$ cat config.mk
export PLATFORM = sky130hd
export DESIGN_NAME = edulent_datapath_p
export DESIGN_NICKNAME = d
export VERILOG_FILES = /design/src/rtl/edulent_dp_pkg.sv /design/src/rtl/edulent_datapath_p_alu.sv /design/src/rtl/edulent_datapath_p.sv
export SDC_FILE = /design/constraint.sdc
export NUM_CORES = 1
export LEC_CHECK = 0
export CORE_MARGIN = 1.5
export CORE_UTILIZATION = 51
export CTS_CLUSTER_SIZE = 24
export DETAILED_ROUTE_END_ITERATION = 10
export PLACE_DENSITY_LB_ADDON = 0.3
export SLEW_MARGIN = 20
export SYNTH_ARGS = -nofsm -noshare
export SYNTH_HDL_FRONTEND = slang
export SYNTH_SLANG_ARGS = --single-unit
$ cat constraint.sdc
create_clock -name i_clk -period 4.56 [get_ports i_clk]
set_clock_uncertainty 0.2 [all_clocks]
set_input_delay 0.912 -clock i_clk [delete_from_list [all_inputs] [get_ports i_clk]]
set_output_delay 0.912 -clock i_clk [all_outputs]
set_load 0.03 [all_outputs]
$ cat src/rtl/edulent_dp_pkg.sv
// Shared encodings for the Edulent accumulator datapath:
// transfer commands, ALU operations, jump conditions, memory FSM.
package edulent_dp_pkg;

    typedef enum logic [3:0] {
        CMD_NOP      = 4'd0,
        CMD_MA_PC    = 4'd1,
        CMD_IR_MD    = 4'd2,
        CMD_MA_MD    = 4'd3,
        CMD_LOAD_DST = 4'd4,
        CMD_MA_AP    = 4'd5,
        CMD_MA_SP    = 4'd6,
        CMD_MD_SRC   = 4'd7,
        CMD_A_IN     = 4'd8,
        CMD_OUT_A    = 4'd9,
        CMD_PC_AP    = 4'd10,
        CMD_MD_PC    = 4'd11,
        CMD_JMP      = 4'd12,
        CMD_MEM_RD   = 4'd13,
        CMD_MEM_WR   = 4'd14,
        CMD_ALU      = 4'd15
    } cmd_e;

    typedef enum logic [3:0] {
        ALU_ADD  = 4'd0,
        ALU_SUB  = 4'd1,
        ALU_NOT  = 4'd2,
        ALU_OR   = 4'd3,
        ALU_AND  = 4'd4,
        ALU_XOR  = 4'd5,
        ALU_SHR  = 4'd6,
        ALU_SHL  = 4'd7,
        ALU_PASS = 4'd8
    } alu_op_e;

    localparam logic [1:0] COND_ALWAYS = 2'd0;
    localparam logic [1:0] COND_Z      = 2'd1;
    localparam logic [1:0] COND_C      = 2'd2;
    localparam logic [1:0] COND_NEVER  = 2'd3;

    typedef enum logic {
        ST_IDLE = 1'b0,
        ST_WAIT = 1'b1
    } state_e;

endpackage

$ cat src/rtl/edulent_datapath_p_alu.sv
// Combinational ALU: result and C/Z flags derived from one
// DATA_W+1 wide intermediate so flags never lag the result.
module edulent_alu
    import edulent_dp_pkg::*;
#(
    parameter int DATA_W = 8
) (
    input  logic [DATA_W-1:0] a,
    input  logic [DATA_W-1:0] b,
    input  alu_op_e           op,
    output logic [DATA_W-1:0] res,
    output logic              c,
    output logic              z
);

    logic [DATA_W:0] ext;

    always_comb begin
        ext = '0;
        c   = 1'b0;
        case (op)
            ALU_ADD: begin
                ext = {1'b0, a} + {1'b0, b};
                c   = ext[DATA_W];
            end
            ALU_SUB: begin
                ext = {1'b0, a} - {1'b0, b};
                c   = ext[DATA_W];
            end
            ALU_NOT: ext = {1'b0, ~a};
            ALU_OR:  ext = {1'b0, a | b};
            ALU_AND: ext = {1'b0, a & b};
            ALU_XOR: ext = {1'b0, a ^ b};
            ALU_SHR: begin
                ext = {2'b00, a[DATA_W-1:1]};
                c   = a[0];
            end
            ALU_SHL: begin
                ext = {1'b0, a[DATA_W-2:0], 1'b0};
                c   = a[DATA_W-1];
            end
            default: ext = {1'b0, a};
        endcase
    end

    assign res = ext[DATA_W-1:0];
    assign z   = (res == '0);

endmodule

$ cat src/rtl/edulent_datapath_p.sv
// Edulent datapath: architectural registers, one transfer per
// handshake, and a two-state valid/ack memory port FSM.
module edulent_datapath_p
    import edulent_dp_pkg::*;
#(
    parameter int              DATA_W  = 8,
    parameter int              ADDR_W  = 8,
    parameter logic [ADDR_W-1:0] SP_INIT = '1
) (
    input  logic              i_clk,
    input  logic              i_rstn,
    input  logic              i_cmd_valid,
    output logic              o_cmd_ready,
    input  logic [3:0]        i_cmd,
    input  logic [3:0]        i_alu_op,
    input  logic              i_dst_ap,
    input  logic [1:0]        i_cond,
    input  logic              i_pc_inc,
    input  logic [1:0]        i_sp_op,
    output logic              o_mem_req,
    output logic              o_mem_we,
    output logic [ADDR_W-1:0] o_mem_addr,
    output logic [DATA_W-1:0] o_mem_wdata,
    input  logic [DATA_W-1:0] i_mem_rdata,
    input  logic              i_mem_ack,
    input  logic [DATA_W-1:0] i_in,
    output logic [DATA_W-1:0] o_out,
    output logic [DATA_W-1:0] o_ir,
    output logic [1:0]        o_flags
);

    logic [ADDR_W-1:0] pc, sp, ma;
    logic [DATA_W-1:0] ir, md, a, ap, r, outr;
    logic              c, z, mem_req, mem_we;
    state_e            state;

    logic [DATA_W-1:0] alu_res, src;
    logic              alu_c, alu_z, alu_ok;
    logic              hs, jmp_ok, pc_wr;
    cmd_e              cmd;
    logic              unused_r;

    function automatic logic [ADDR_W-1:0] d2a(input logic [DATA_W-1:0] d);
        return ADDR_W'(d);
    endfunction

    function automatic logic [DATA_W-1:0] a2d(input logic [ADDR_W-1:0] v);
        return DATA_W'(v);
    endfunction

    edulent_alu #(.DATA_W(DATA_W)) u_alu (
        .a   (a),
        .b   (md),
        .op  (alu_op_e'(i_alu_op)),
        .res (alu_res),
        .c   (alu_c),
        .z   (alu_z)
    );

    assign cmd    = cmd_e'(i_cmd);
    assign hs     = i_cmd_valid && o_cmd_ready;
    assign alu_ok = (i_alu_op <= ALU_PASS);
    assign src    = i_dst_ap ? ap : a;

    always_comb begin
        jmp_ok = 1'b0;
        case (i_cond)
            COND_ALWAYS: jmp_ok = 1'b1;
            COND_Z:      jmp_ok = z;
            COND_C:      jmp_ok = c;
            default:     jmp_ok = 1'b0;
        endcase
    end

    // A taken jump or PC_AP overrides the sequential increment
    assign pc_wr = (cmd == CMD_PC_AP) || (cmd == CMD_JMP && jmp_ok);

    always_ff @(posedge i_clk or negedge i_rstn) begin
        if (!i_rstn) begin
            pc      <= '0;
            sp      <= SP_INIT;
            ma      <= '0;
            ir      <= '0;
            md      <= '0;
            a       <= '0;
            ap      <= '0;
            r       <= '0;
            outr    <= '0;
            c       <= 1'b0;
            z       <= 1'b0;
            mem_req <= 1'b0;
            mem_we  <= 1'b0;
            state   <= ST_IDLE;
        end else if (hs) begin
            if (i_pc_inc && !pc_wr) pc <= pc + 1'b1;
            case (i_sp_op)
                2'b01:   sp <= sp + 1'b1;
                2'b10:   sp <= sp - 1'b1;
                default: ;
            endcase
            case (cmd)
                CMD_MA_PC:    ma <= pc;
                CMD_IR_MD:    ir <= md;
                CMD_MA_MD:    ma <= d2a(md);
                CMD_LOAD_DST: if (i_dst_ap) ap <= md; else a <= md;
                CMD_MA_AP:    ma <= d2a(ap);
                CMD_MA_SP:    ma <= sp;
                CMD_MD_SRC:   md <= src;
                CMD_A_IN:     a <= i_in;
                CMD_OUT_A:    outr <= a;
                CMD_PC_AP:    pc <= d2a(ap);
                CMD_MD_PC:    md <= a2d(pc);
                CMD_JMP:      if (jmp_ok) pc <= d2a(md);
                CMD_MEM_RD, CMD_MEM_WR: begin
                    state   <= ST_WAIT;
                    mem_req <= 1'b1;
                    mem_we  <= (cmd == CMD_MEM_WR);
                end
                CMD_ALU: if (alu_ok) begin
                    r <= alu_res;
                    if (i_dst_ap) ap <= alu_res; else a <= alu_res;
                    c <= alu_c;
                    z <= alu_z;
                end
                default: ;
            endcase
        end else if (state == ST_WAIT && i_mem_ack) begin
            if (!mem_we) md <= i_mem_rdata;
            state   <= ST_IDLE;
            mem_req <= 1'b0;
            mem_we  <= 1'b0;
        end
    end

    assign unused_r    = ^r;
    assign o_cmd_ready = (state == ST_IDLE);
    assign o_mem_req   = mem_req;
    assign o_mem_we    = mem_we;
    assign o_mem_addr  = ma;
    assign o_mem_wdata = md;
    assign o_out       = outr;
    assign o_ir        = ir;
    assign o_flags     = {c, z};

endmodule

# --- Word level (Yosys, flattened, before mapping) ---
# Cells that the tools add are included.
op_classes:
  n_mux: 26
  reduce_logical: 24
  bitwise_logic: 5
  n_lt_le_gt_ge: 1
  add_sub_neg: 5
  eq_ne: 34
op_table:
  columns: ["op", "count"]
  rows:
  - ["2-to-1 mux 8 bit", 12]
  - ["case mux 8 bit (2 select lines)", 4]
  - ["case mux 8 bit (8 select lines)", 1]
  - ["equality test 4 x 3 -> 1 bit (second input constant)", 8]
  - ["equality test 4 bit (second input constant)", 8]
  - ["case mux 8 bit (4 select lines)", 1]
  - ["case mux 8 bit (3 select lines)", 1]
  - ["adder 8 x 1 -> 8 bit (second input constant)", 2]
  - ["equality test 4 x 2 -> 1 bit (second input constant)", 4]
  - ["inequality test 2 bit (second input constant)", 5]
  - ["AND reduction 2 bit", 5]
  - ["AND reduction 5 bit", 2]
  - ["adder 8 x 8 -> 9 bit", 1]
  - ["subtractor 8 x 8 -> 9 bit", 1]
  - ["bitwise AND 8 bit", 1]
  - ["equality test 4 x 1 -> 1 bit (second input constant)", 2]
  - ["zero test 8 bit", 1]
  - ["NOT 8 bit", 1]
  - ["OR 8 bit", 1]
  - ["subtractor 8 x 1 -> 8 bit (second input constant)", 1]
  - ["XOR 8 bit", 1]
  - ["AND reduction 3 bit", 2]
  - ["nonzero test 2 bit", 3]
  - ["2-to-1 mux 1 bit", 5]
  - ["other kinds (16)", 22]
word_totals:
  elab_cells: 107
  regBits: 68

# --- Depth between registers and ports, before layout ---
logic_depth:
  word_depth: 9
  mapped_depth: 11
  mapped_depth_nobuf: 11

# --- By module ---
# From an unflattened synthesis, not the netlist that was laid out.
hier_totals:
  hier_cells: 611
  hier_area_um2: 5447.7
by_module_without_submodules:
  columns: ["module", "cells_per_inst", "area_each_um2", "instances", "seq_area_each_um2"]
  rows:
  - ["edulent_datapath_p", 393, 3957.5, 1, 1711.6]
  - ["edulent_alu", 218, 1490.2, 1, 0.0]

# --- Least setup slack after synthesis ---
# Ideal clock, no wire load.
synth_path:
  path_kind: "input port to flip-flop"
  start: "input port i_sp_op[0]"
  end: "register sp[7]"
  arrival_time_ps: 2922
  setup_time_ps: 75
  cell_stages: 10
  setup_slack_ps: 1363
  path_cell_list: "inv_1 -> ha_1 -> ha_1 -> a21o_1 -> a21oi_1 -> o21bai_1 -> a2111oi_1 -> nor3_1 -> or3b_1 -> xnor2_1"
synth_between:
  elab_chain_len: 3
synth_lines:
  columns: ["item", "line_no", "text"]
  rows:
  - ["start, declared", "edulent_datapath_p.sv:19", "input logic [1:0] i_sp_op,"]
  - ["equality test 2 bit / equality test 2 x 1 -> 1 bit (equally long branches)", "edulent_datapath_p.sv:96", "case (i_sp_op)"]
  - ["nonzero test 2 bit (no source line)", null, null]
  - ["AND reduction 2 bit (no source line)", null, null]
  - ["end signal, assigned", "edulent_datapath_p.sv:97", "2'b01: sp <= sp + 1'b1;"]
  - ["end signal, assigned", "edulent_datapath_p.sv:98", "2'b10: sp <= sp - 1'b1;"]
  - ["end, declared", "edulent_datapath_p.sv:32", "logic [ADDR_W-1:0] pc, sp, ma;"]
# Several ways; a longest one is shown, not always the timed one.
# A chain may end at the register's enable or synchronous reset.

# --- Final worst setup path ---
# Ends and elaborated chain as after synthesis.

==> out/metrics.csv <==
metric;value;unit
outcome;finished, final reports clean;
first-pass GRT wire length;25700;um
final setup fails;0;
Final Max Tran Viols;0;
asr flop ratio synth;100;%
post-layout min period;3.47;ns
I/O pins;71;
Synth Net Count;720;
met2 WL;7140;um
# diodes;0;
final WL;16000;um
setup_tns;0;ns
Final Cycle Share;76.2;%
largest net degree at the start of global routing;37;
drt initial violations;518;
Root Buffer;clkbuf_8;
post_cts resized;0;
Max rail drop VDD;0.269;mV
top area cells in the synthesized netlist;dfrtp_1 (28%), ha_1 (7.5%), nand2_1 (5.5%);
GRT Total Usage;29.4;%
Slowest-stage cell, CP;a2111oi_1;
WL/cell;18.8;um
count of cell types in the netlist;78;
final hold violation count;0;
Worst setup SP type;input pin;
CTS tree;yes;
initial antenna violation count;0;
die area;11100;um^2
Avg Vias per Cell;6.25;
Slew HR;37.7;%
Longest Clk Path Bufs;2;
Hold Path Class;flip-flop to flip-flop;
worst setup path class;input pin to flip-flop;
WP data required;4.64;ns
detailed-route via count;5324;
Max-Cap Viols;0;
Die Y;105;um
Max FO, Critical Path;7;
Congestion Overflow GR;0;
critical path's most frequent cell;ha_1;
cts bufs inserted;9;
Die Wd;105;um
dpl cells;836;
fraction of layout cells with a size suffix above 1;7.26;%
Layout Nets;780;
HPWL Detailed;11800;um
1st-pass router iterations;6;
Reg clk slew, reported paths;0.09;ns
post-synth top area cell;dfrtp_1;
residual DRC count;0;
main flop type after synthesis;dfrtp_1;
FF+latch count, synth;68;
top cell type's share of synthesized area;28.1;%
synthesis-to-layout area growth;18.2;%
Post-synth EDFFs;0;
clk sink count;68;
Routability Congestion;0.948;
Seq/Total Area, Yosys;32.0;%
row count;37;
Synth Warn #;0;
number of routed nets with antenna violations;0;
Clock Latency Late Sink;0.35;ns
WP data arrival;3.56;ns
RSZ-0062 raised after global routing;no;
post-layout util;61.8;%
H-tree levels;3;
met1 wire length;7150;um
synthesized area;5350;um^2
hold_buf cts;0;
PwrDens;572;nW/um^2
DP Area;6130;um^2
fmax;0.288;GHz
worst slew pin tran;0.927;ns
syn_area_per_cell;8.22;um^2
Finished Layout Cells;852;
core area;10200;um^2
cell leakage power;2.73;nW
PortBufs;70;
crit path capture type;flip-flop;
CP cell instances;clkdlybuf4s50_1 -> inv_1 -> ha_1 -> ha_1 -> a21o_1 -> a21oi_1 -> o21bai_1 -> a2111oi_1 -> nor3_1 -> or3b_1 -> xnor2_1;
final instance area;6330;um^2
Post CTS Setup Buffer Count;0;
vias in the first global route;4929;
Synth Instances;651;
Starting Density;52.3;%
DR top layer;met4;
DR WL met3;1410;um
Max stage delay on crit path;0.48;ns
-- worst max-delay path, delay by kind of cell --
kind / cells / cell delay (ns)
fa+ha+maj: 2 / 0.59
buf+inv: 2 / 0.49
compound gates: 4 / 0.95
xor+xnor: 1 / 0.14
simple gates: 2 / 0.46
-- cell type report --
class / count / area (um^2)
multi-input cells: 512 / 3320
well taps: 136 / 170
repair buffers: 83 / 793
inverters: 37 / 139
fillers: 895 / 3910
clock buffers: 10 / 128
flip-flops and latches: 68 / 1710
clock inverters: 6 / 63.8
-- where the power goes --
part,internal (W),leakage [nW],switching (W)
Sequential,0.000847,0.785,0.000327
Clock,0.000253,0.0927,0.000250
Combinational,0.000805,1.85,0.00114
Total,0.00190,2.73,0.00172
-- stage by stage --
stage	setup slack, ns	hold slack, ns	power [W]
floorplan	1.36	0.266	0.00240
global placement	0.822	0.263	0.00303
detailed placement	0.736	0.269	0.00308
CTS	1.08	0.287	0.00359
global route	0.832	0.302	0.00387
finish	1.09	0.280	0.00362
-- path summary, 6_finish.rpt --
kind | start | end | slack [ns] | cells past startpoint
max | i_sp_op[0] | sp[7] | 1.09 | 11
min | o_out[6] | o_out[6] | 0.28 | 2
max reg2reg | o_mem_wdata[5] | a[6] | 1.24 | 9
min reg2reg | o_out[6] | o_out[6] | 0.28 | 2
max in group asynchronous | i_rstn | sp[3] | 2.76 | 2
min in group asynchronous | i_rstn | o_mem_wdata[2] | 0.41 | 1
-- synthesized netlist by cell type (all sizes together), types with 4 or more instances --
| library cell | instances |
|---|---|
| a31oi | 16 |
| ha | 32 |
| a211oi | 16 |
| clkbuf | 19 |
| nor3b | 5 |
| nand2 | 80 |
| nand2b | 11 |
| o22ai | 5 |
| a222oi | 8 |
| dfstp | 8 |
| nor4 | 4 |
| buf | 15 |
| mux2i | 12 |
| xor2 | 5 |
| a21o | 8 |
| nand3 | 13 |
| inv | 36 |
| dfrtp | 60 |
| a221oi | 7 |
| a21boi | 9 |
| o21ai | 60 |
| a21oi | 59 |
| nor3 | 11 |
| o21bai | 8 |
| or3 | 9 |
| nor2 | 60 |
| xnor2 | 7 |
| mux2 | 5 |
| nor2b | 5 |
-- layer usage --
| layer | global-route usage [%] | vias to the layer above |
|---|---|---|
| met5 | 0 | - |
| met2 | 45.3 | 286 |
| li1 | - | 2500 |
| met3 | 4.33 | 28 |
| met1 | 43.0 | 2510 |
| met4 | 7.53 | 0 |
-- cells in the final DEF (no fill, tap or decap), types with 7 or more instances in the layout --
cell type        count
a211oi_1            16
a21boi_0             9
a21o_1               8
a21oi_1             59
a221oi_1             7
a222oi_1             8
a31oi_1             16
buf_4               13
clkbuf_8             9
clkdlybuf4s50_1     69
dfrtp_1             60
dfstp_2              8
ha_1                32
inv_1               35
mux2i_1             12
nand2_1             79
nand2b_1            11
nand3_1             13
nor2_1              60
nor3_1              10
o21ai_0             56
o21bai_1             8
or3_1                9
xnor2_1              7
-- registers in the layout (all words and copies together), names as in the netlist --
signal	count
o_out	8
o_mem_we	1
o_mem_addr	8
c	1
o_mem_wdata	8
state	1
ap	8
a	8
sp	8
o_ir	8
pc	8
z	1
-- kinds of logic after synthesis --
logic type      after synthesis  synth area share (%)
compound gates              229                  27.6
simple gates                217                  19.5
buf+inv                      71                  6.03
flops                        68                  32.0
fa+ha+maj                    35                  8.60
mux                          19                  4.35
xor+xnor                     12                  1.96
No activity file was read; power rests on OpenSTA's default activity.
